$ cat src/rtl/mfc_display_pkg.sv
// Shared constants for the clock display path.
//   - Active-low 7-segment codes {g,f,e,d,c,b,a} for 0-9, dash and all-off.
//   - Digit index coding shared with the set-mode cursor (0 = rightmost).
//   - Anode pattern with every digit dark.
//   - time_digits_t bundles the four BCD digits held for one frame.
package mfc_display_pkg;

  localparam logic [6:0] SEG_0    = 7'h40;
  localparam logic [6:0] SEG_1    = 7'h79;
  localparam logic [6:0] SEG_2    = 7'h24;
  localparam logic [6:0] SEG_3    = 7'h30;
  localparam logic [6:0] SEG_4    = 7'h19;
  localparam logic [6:0] SEG_5    = 7'h12;
  localparam logic [6:0] SEG_6    = 7'h02;
  localparam logic [6:0] SEG_7    = 7'h78;
  localparam logic [6:0] SEG_8    = 7'h00;
  localparam logic [6:0] SEG_9    = 7'h10;
  localparam logic [6:0] SEG_DASH = 7'h3F;
  localparam logic [6:0] SEG_OFF  = 7'h7F;

  localparam logic [1:0] DIG_SEC01 = 2'd0;
  localparam logic [1:0] DIG_SEC10 = 2'd1;
  localparam logic [1:0] DIG_MIN01 = 2'd2;
  localparam logic [1:0] DIG_MIN10 = 2'd3;

  localparam logic [3:0] ANODE_OFF = 4'hF;

  typedef struct packed {
    logic [3:0] min10;
    logic [3:0] min01;
    logic [3:0] sec10;
    logic [3:0] sec01;
  } time_digits_t;

endpackage

$ cat src/rtl/seg_display_driver_if.sv
// Digit interface between the clock datapath and the display driver.
//   min10/min01/sec10/sec01 : BCD time digits
//   blink_enable            : set mode active, selected digit blinks
//   blink_index             : digit to blink, coded like DIG_* in mfc_display_pkg
// master = datapath (drives), slave = display driver (consumes).
interface seg_display_driver_if;
  logic [3:0] min10;
  logic [3:0] min01;
  logic [3:0] sec10;
  logic [3:0] sec01;
  logic       blink_enable;
  logic [1:0] blink_index;

  modport master (output min10, min01, sec10, sec01, blink_enable, blink_index);
  modport slave  (input  min10, min01, sec10, sec01, blink_enable, blink_index);
endinterface

$ cat src/rtl/bcd_to_seg.sv
// Combinational BCD to active-low 7-segment decoder.
//   bcd : 4-bit digit value
//   seg : active-low segments {g,f,e,d,c,b,a}; values above 9 show a dash
module bcd_to_seg
  import mfc_display_pkg::*;
(
  input  logic [3:0] bcd,
  output logic [6:0] seg
);

  always_comb begin
    unique case (bcd)
      4'd0:    seg = SEG_0;
      4'd1:    seg = SEG_1;
      4'd2:    seg = SEG_2;
      4'd3:    seg = SEG_3;
      4'd4:    seg = SEG_4;
      4'd5:    seg = SEG_5;
      4'd6:    seg = SEG_6;
      4'd7:    seg = SEG_7;
      4'd8:    seg = SEG_8;
      4'd9:    seg = SEG_9;
      default: seg = SEG_DASH;
    endcase
  end

endmodule

$ cat src/rtl/seg_display_driver.sv
// Time-multiplexed driver for a 4-digit common-anode 7-segment display.
//   MCLK   : board clock
//   RESET  : synchronous, active-low reset
//   dig    : digit interface (slave) - BCD time digits and set-mode cursor
//   ANODE  : active-low digit enables, bit 0 = rightmost digit
//   SEG    : active-low segments {g,f,e,d,c,b,a}
//   DP     : active-low decimal point, lit on digit 2 as the min:sec separator
// Inputs are sampled once per frame (when the scan wraps from digit 3 to 0)
// so a frame never shows a mix of old and new digits.
// Optional build macro: LEADING_ZERO_BLANK_EN blanks digit 3 when min10 is 0.
module seg_display_driver
  import mfc_display_pkg::*;
#(
  parameter int SCAN_DIV  = 100000,
  parameter int BLINK_DIV = 25000000
) (
  input  logic                  MCLK,
  input  logic                  RESET,
  seg_display_driver_if.slave   dig,
  output logic [3:0]            ANODE,
  output logic [6:0]            SEG,
  output logic                  DP
);

  localparam int SCAN_W  = (SCAN_DIV  > 1) ? $clog2(SCAN_DIV)  : 1;
  localparam int BLINK_W = (BLINK_DIV > 1) ? $clog2(BLINK_DIV) : 1;

  logic [SCAN_W-1:0]  scan_cnt_q,    scan_cnt_d;
  logic [1:0]         idx_q,         idx_d;
  time_digits_t       shadow_q,      shadow_d;
  logic               sh_en_q,       sh_en_d;
  logic [1:0]         sh_idx_q,      sh_idx_d;
  logic [BLINK_W-1:0] blink_cnt_q,   blink_cnt_d;
  logic               blink_phase_q, blink_phase_d;
  logic [3:0]         anode_q,       anode_d;
  logic [6:0]         seg_q,         seg_d;
  logic               dp_q,          dp_d;

  logic       scan_tc;
  logic       frame_wrap;
  logic       blink_tc;
  logic [3:0] cur_digit;
  logic [6:0] dec_seg;

  bcd_to_seg u_bcd_to_seg (
    .bcd (cur_digit),
    .seg (dec_seg)
  );

  always_comb begin
    // NOTE: every signal gets a default first so no path leaves it unassigned
    // and no latch is inferred.
    scan_cnt_d    = scan_cnt_q;
    idx_d         = idx_q;
    shadow_d      = shadow_q;
    sh_en_d       = sh_en_q;
    sh_idx_d      = sh_idx_q;
    blink_cnt_d   = blink_cnt_q;
    blink_phase_d = blink_phase_q;
    cur_digit     = shadow_q.sec01;

    scan_tc    = (scan_cnt_q == SCAN_W'(SCAN_DIV - 1));
    frame_wrap = scan_tc && (idx_q == DIG_MIN10);
    blink_tc   = (blink_cnt_q == BLINK_W'(BLINK_DIV - 1));

    // Scan timing: each digit is held for SCAN_DIV cycles.
    if (scan_tc) begin
      scan_cnt_d = '0;
      idx_d      = idx_q + 2'd1;
    end else begin
      scan_cnt_d = scan_cnt_q + 1'b1;
    end

    // Capture a coherent snapshot of the inputs at the frame boundary.
    if (frame_wrap) begin
      shadow_d = '{min10: dig.min10, min01: dig.min01,
                   sec10: dig.sec10, sec01: dig.sec01};
      sh_en_d  = dig.blink_enable;
      sh_idx_d = dig.blink_index;
    end

    // Blink timer runs only while the captured enable is set, so the first
    // blank half-period starts a full BLINK_DIV after enable is captured.
    if (!sh_en_q) begin
      blink_cnt_d   = '0;
      blink_phase_d = 1'b0;
    end else if (blink_tc) begin
      blink_cnt_d   = '0;
      blink_phase_d = ~blink_phase_q;
    end else begin
      blink_cnt_d   = blink_cnt_q + 1'b1;
    end

    unique case (idx_q)
      DIG_SEC01: cur_digit = shadow_q.sec01;
      DIG_SEC10: cur_digit = shadow_q.sec10;
      DIG_MIN01: cur_digit = shadow_q.min01;
      DIG_MIN10: cur_digit = shadow_q.min10;
      default:   cur_digit = shadow_q.sec01;
    endcase

    seg_d = dec_seg;
`ifdef LEADING_ZERO_BLANK_EN
    if ((idx_q == DIG_MIN10) && (shadow_q.min10 == 4'd0)) begin
      seg_d = SEG_OFF;
    end
`endif
    if (sh_en_q && blink_phase_q && (idx_q == sh_idx_q)) begin
      seg_d = SEG_OFF;
    end

    anode_d = ~(4'b0001 << idx_q);
    dp_d    = (idx_q != DIG_MIN01);
  end

  always_ff @(posedge MCLK) begin
    // NOTE: sequential state uses non-blocking assignments so every flop
    // samples the pre-edge values, independent of statement order.
    if (!RESET) begin
      scan_cnt_q    <= '0;
      idx_q         <= 2'd0;
      shadow_q      <= '0;
      sh_en_q       <= 1'b0;
      sh_idx_q      <= 2'd0;
      blink_cnt_q   <= '0;
      blink_phase_q <= 1'b0;
      anode_q       <= ANODE_OFF;
      seg_q         <= SEG_OFF;
      dp_q          <= 1'b1;
    end else begin
      scan_cnt_q    <= scan_cnt_d;
      idx_q         <= idx_d;
      shadow_q      <= shadow_d;
      sh_en_q       <= sh_en_d;
      sh_idx_q      <= sh_idx_d;
      blink_cnt_q   <= blink_cnt_d;
      blink_phase_q <= blink_phase_d;
      anode_q       <= anode_d;
      seg_q         <= seg_d;
      dp_q          <= dp_d;
    end
  end

  assign ANODE = anode_q;
  assign SEG   = seg_q;
  assign DP    = dp_q;

endmodule

$ cat src/flat_wrapper.sv
// flat-port wrapper written by rule: the top's interface ports become plain ports
module seg_display_driver_flat import mfc_display_pkg::*;
#(
  parameter int SCAN_DIV  = 100000,
  parameter int BLINK_DIV = 25000000
)
  (MCLK, RESET, ANODE, SEG, DP, dig_min10, dig_min01, dig_sec10, dig_sec01, dig_blink_enable, dig_blink_index);
  seg_display_driver_if dig_i ();
  input  logic MCLK;
  input  logic RESET;
  output logic [3:0] ANODE;
  output logic [6:0] SEG;
  output logic DP;
  input wire logic [$bits(dig_i.min10)-1:0] dig_min10;
  input wire logic [$bits(dig_i.min01)-1:0] dig_min01;
  input wire logic [$bits(dig_i.sec10)-1:0] dig_sec10;
  input wire logic [$bits(dig_i.sec01)-1:0] dig_sec01;
  input wire logic [$bits(dig_i.blink_enable)-1:0] dig_blink_enable;
  input wire logic [$bits(dig_i.blink_index)-1:0] dig_blink_index;
  assign dig_i.min10 = dig_min10;
  assign dig_i.min01 = dig_min01;
  assign dig_i.sec10 = dig_sec10;
  assign dig_i.sec01 = dig_sec01;
  assign dig_i.blink_enable = dig_blink_enable;
  assign dig_i.blink_index = dig_blink_index;
  seg_display_driver #(.SCAN_DIV(SCAN_DIV), .BLINK_DIV(BLINK_DIV)) u_core (.MCLK(MCLK), .RESET(RESET), .dig(dig_i), .ANODE(ANODE), .SEG(SEG), .DP(DP));
endmodule
$ cat config.mk
export PLATFORM = sky130hd
export DESIGN_NAME = seg_display_driver_flat
export DESIGN_NICKNAME = d
export VERILOG_FILES = /design/src/rtl/mfc_display_pkg.sv /design/src/rtl/seg_display_driver_if.sv /design/src/rtl/bcd_to_seg.sv /design/src/rtl/seg_display_driver.sv /design/src/flat_wrapper.sv
export SDC_FILE = /design/constraint.sdc
export NUM_CORES = 1
export LEC_CHECK = 0
export BUFFER_PORTS_ARGS = -buffer_cell sky130_fd_sc_hd__buf_2
export CAP_MARGIN = 20
export CORE_ASPECT_RATIO = 1.25
export CORE_UTILIZATION = 41
export DETAILED_ROUTE_END_ITERATION = 8
export HOLD_SLACK_MARGIN = 0.12
export SLEW_MARGIN = 0
export SYNTH_ARGS = -nofsm -noshare
export SYNTH_HDL_FRONTEND = slang
export SYNTH_SLANG_ARGS = --single-unit
export TNS_END_PERCENT = 10
$ cat constraint.sdc
create_clock -name MCLK -period 2.5 [get_ports MCLK]
set_input_delay 0.75 -clock MCLK [delete_from_list [all_inputs] [get_ports MCLK]]
set_output_delay 0.75 -clock MCLK [all_outputs]
set_load 0.1 [all_outputs]
After elaboration in Yosys (flattened, before gate mapping)
Memories as Yosys holds them, arrays and structs flattened. A register that Yosys moved wholly into a read port is not among the register bits. Index checks and enable logic that the tools add are counted.

Bits in latches: 0. Memories kept: 1. Register bits after elaboration: 69. ROM bits: 112. Memory bits (writable): 0. Input bits: 21. Word-level logic and storage cells: 37. Output and inout port bits: 12.

Div/mod/pow operators: 0. Muxes and demuxes: 1. Eq/ne operators: 7. Bitwise gates (word level): 4. Shifts and indexed selects: 1. Add/sub/neg operators: 3. $mul: 0. Reductions and logical operators: 8. Order comparisons: 0.

Memories: (name not given) (depth 16, width 7, rd ports 1, clocked after Yosys merged registers in 1, wr ports 0, line bcd_to_seg.sv:12) `unique case (bcd)`.

Operator list (count): $add A25 B1 Y25 const B (1); $eq A25 B25 Y1 const B (1); $add A17 B1 Y17 const B (1); $eq A17 B17 Y1 const B (1); $pmux W4 S4 (1); $eq A2 B2 Y1 const B (2); $not A4 Y4 (1); $reduce_or A2 Y1 (2); $shl A1 B2 Y4 const A (1); $logic_and A1 B1 Y1 (3); $not A1 Y1 (3); $reduce_or A3 Y1 (1); $add A2 B1 Y2 const B (1); $eq A2 B1 Y1 const B (1); $eq A2 B2 Y1 (1); $logic_not A2 Y1 (1); $ne A2 B2 Y1 const B (1); $reduce_and A2 Y1 (1).

Longest topological paths before layout
Depth after elaboration: 3. Gate-level depth with buffers: 9. Depth with buffers taken out: 8.

Cells and area by module
A second synthesis with hierarchy kept.

Cells, all modules: 406. Area total of the unflattened synthesis: 3584.7 um^2.

By module, submodules not included: seg_display_driver (instances 1, area an instance 3344.5 um^2, cells an instance 375, seq. area each 1501.4 um^2); bcd_to_seg (instances 1, area an instance 240.2 um^2, cells an instance 31, seq. area each 0.0 um^2).

Worst setup path after synthesis
Ideal clock, no wire load.

Kind: flip-flop to output port. Start: register u_core.anode_q[2] (netlist: u_core.ANODE[2]). End: output port ANODE[2]. Stages on the path, launching flop included: 2. Data required time: 1750 ps. Data arrival time: 1356 ps. Setup slack: 394 ps. Buffers on the path: 1. Cell sequence: dfxtp_1 > buf_4.

RTL lines: start: declaration (line seg_display_driver.sv:35) `logic [3:0] anode_q, anode_d;`; start signal: assignment (line seg_display_driver.sv:138) `anode_q <= anode_d;`; end: declaration (line flat_wrapper.sv:11) `output logic [3:0] ANODE;`.

No word-level cell between the ends.

Worst setup path in the final report
Start: register u_core.blink_cnt_q[18]. End: register u_core.blink_cnt_q[4].

Longest elaborated chain between the ends: 2.

Ends and longest elaborated chain: start: declaration (line seg_display_driver.sv:33) `logic [BLINK_W-1:0] blink_cnt_q, blink_cnt_d;`; start signal: assignment (line seg_display_driver.sv:136) `blink_cnt_q <= blink_cnt_d;`; $eq A25 B25 Y1 (line seg_display_driver.sv:64) `blink_tc = (blink_cnt_q == BLINK_W'(BLINK_DIV - 1));`; $reduce_or A3 Y1 (no source line).

No other way between the ends. A chain may end at the register's enable or synchronous reset.

==> flow_summary.json <==
{
  "seqPwrFrac_pct": 52.7,
  "yosysTopAreaCellShare_pct": 43.8,
  "coreArea_sq_mm": 0.00797,
  "hold_path.class": "register to register",
  "finalSetupViolCount": 0,
  "arrival_ps": 2410,
  "initial_core_util_pct": 43.0,
  "fin_cells": 523,
  "finalHoldViolations": 0,
  "cts_num_sinks": 75,
  "die-area_sq_mm": 0.00874,
  "dpl.hpwl_mm": 5.33,
  "synthFlopType": "dfxtp_1",
  "clk_path_buf_depth": 2,
  "synth_top_area_cell": "dfxtp_1",
  "required_ps": 2720,
  "synthCells": 395,
  "finClkSkew_ps": 11.3,
  "vias": 2925,
  "cp-start-kind": "register",
  "route.detailed.drc": 10,
  "cts-root-buf": "clkbuf_8",
  "drt-total-wl_mm": 7.68,
  "p_comb_share_pct": 4.1,
  "antenna_found_initial": 0,
  "final.min_clock_period_ps": 2190,
  "async_flop_share_pct": 0,
  "grt_max_degree": 25,
  "rsz0062_at_grt": "no",
  "ys_seq_area_share_pct": 43.8,
  "die_y_um": 104,
  "gp_congestion": 0.796,
  "grt_pass1_wl_mm": 12.6,
  "preCtsSetupSlack_ps": 282,
  "grt_use_total_pct": 18.2,
  "synthTopCellsByCount": "75 x dfxtp_1, 35 x a21oi_1, 34 x nand4_1, 31 x nor2_1, 27 x o21ai_0",
  "n_antenna_cell": 0,
  "period_share_pct": 87.7,
  "slew_headroom_pct": 55.3,
  "viasPerCell": 5.59,
  "irDropWorstVdd_mv": 0.242,
  "path_max_fanout": 24,
  "fin_ws_ps": 309,
  "power.share.switching_pct": 23.0,
  "synth_area_sq_mm": 0.00343,
  "path_clk_slew_ps": 80,
  "drive_gt1_share_pct": 15.2,
  "final_util_pct": 49.0,
  "post_drt_wl_per_cell_um": 14.7,
  "p_switching_w": 0.000527,
  "drtPass1Iterations": 7,
  "ant_nets": 0,
  "clk_latency_ps": 360,
  "cap_violations": 0,
  "outcome": "complete, but fails checks",
  "ioPinCount": 33,
  "rows": 36,
  "cts_tree": "built",
  "synth_edf_count": 0,
  "filler_cell_count": 780,
  "tightest_slew_ps": 661,
  "violations": "DRC",
  "yosys_warnings": 0,
  "globalRouteOverflowTotal": 0,
  "drtIter0Drc": 155,
  "pwr-share-clk_pct": 43.1,
  "p_leak_nw": 1.32,
  "synth_most_common_cell": "dfxtp_1",
  "avgSynthCellArea_sq_um": 8.68,
  "grt_pass1_vias": 2731,
  "ys_ff_latch": 75,
  "numPortBuffers": 32,
  "total_power_w": 0.00229,
  "setup.worst_path.class": "register to register",
  "die_x_um": 83.8,
  "power_density_mw_per_mm2": 587,
  "cts_buffers": 9,
  "end_kind": "register",
  "internal_power_w": 0.00177,
  "cts_max_level": 3,
  "fin_setup_tns_ps": 0,
  "fin_nets": 454,
  "syn_nets": 426,
  "netlist-cell-type-count": 47,
  "syn2layout_area_growth_pct": 13.9,
  "finalMaxSlewViolations": 0,
  "cts_hold_repair.buffers": 0,
  "cts_resized": 0,
  "fmax_mhz": 456,
  "dp_cells": 507,
  "post-cts-setup-buffers": 0,
  "ys_top_cells_by_area": "dfxtp_1 44%, nand4_1 6.2%, a21oi_1 5.1%, o21ai_0 3.9%, ha_1 3.6%"
}
==> critical path, cell delays in order (launching register included) <==
cell and delay [ps]:
dfxtp_1 390, or4bb_1 490, nor4_1 490, a31o_2 580, nor2_1 110
==> area by class of cell <==
cell class	instances	area [sq um]	share of cell area (%)
inverters	15	56.3	1.44
multi-input cells	281	1790	45.8
clock buffers	12	165	4.23
clock inverters	4	47.5	1.22
repair buffers	41	228	5.83
well taps	95	119	3.04
flip-flops and latches	75	1500	38.4
==> routing by layer <==
metal  part of all wire [%]  vias to the layer above  track usage [%]  routed length (um)
met4                    2.1                        0             9.61                 163
met3                    4.0                       14             4.44                 306
li1                       -                     1496                -                   -
met5                      0                        -                0                   0
met2                     50                       62             31.6                3850
met1                     44                     1353             20.3                3360
==> cell families (layout without fill, tap and decap cells) <==
group | after synthesis | in the layout | share of synthesized area, %
mux | 5 | 5 | 1.50
compound gates | 86 | 86 | 14.8
fa+ha+maj | 10 | 10 | 3.65
xor+xnor | 26 | 26 | 6.64
flops | 75 | 75 | 43.8
buf+inv | 39 | 72 | 4.49
simple gates | 154 | 154 | 25.1
==> layout by cell type (no fill, tap or decap), drive strengths merged, types with 2 or more instances in the layout <==
cell type  count
nand4         34
buf           41
mux2i          4
a22oi          2
xor2          13
a31o           2
inv           15
clkinv         2
nor2          31
o31ai          7
or4            8
clkbuf        12
nand2         23
and3           8
nor3           4
dfxtp         75
a21oi         35
nor4bb         3
o21ai         27
and4           4
nor3b          2
xnor2         13
a222oi         3
a211oi         2
or3            5
nor4           5
ha            10
nand3         19
==> power by group through the flow <==
| stage | logic [W] | clock network, W | registers, W |
|---|---|---|---|
| floorplan | 0.0000193 | 0 | 0.00128 |
| global placement | 0.0000947 | 0 | 0.00124 |
| detailed placement | 0.0000956 | 0 | 0.00124 |
| CTS | 0.0000956 | 0.00102 | 0.00121 |
| global route | 0.0000993 | 0.00106 | 0.00121 |
| finish | 0.0000947 | 0.000990 | 0.00121 |
==> flip-flops by register name (all words and copies together) (netlist names) <==
register / flops
u_core.blink_phase_q: 1
u_core.blink_cnt_q: 25
u_core.sh_idx_q: 2
u_core.SEG: 7
u_core.idx_q: 2
u_core.scan_cnt_q: 17
u_core.shadow_q: 16
u_core.ANODE: 4
u_core.sh_en_q: 1
==> final timing paths <==
path                                                         from                               end  slack, ps  cells after the start
worst max-delay path            u_core.blink_cnt_q[18]$_SDFF_PP0_  u_core.blink_cnt_q[4]$_SDFF_PP0_        310                      4
worst max register to register  u_core.blink_cnt_q[18]$_SDFF_PP0_  u_core.blink_cnt_q[4]$_SDFF_PP0_        310                      4
worst min register to register   u_core.blink_cnt_q[0]$_SDFF_PP0_  u_core.blink_cnt_q[0]$_SDFF_PP0_        450                      1
worst min-delay path             u_core.blink_cnt_q[0]$_SDFF_PP0_  u_core.blink_cnt_q[0]$_SDFF_PP0_        450                      1
==> metrics by stage <==
stage / instance area (sq um) / hold slack [ps]
global placement: 3690 / 440
floorplan: 3430 / 426
finish: 3910 / 453
detailed placement: 3690 / 446
CTS: 3910 / 463
global route: 3910 / 484
(Power assumes the default switching activity.)
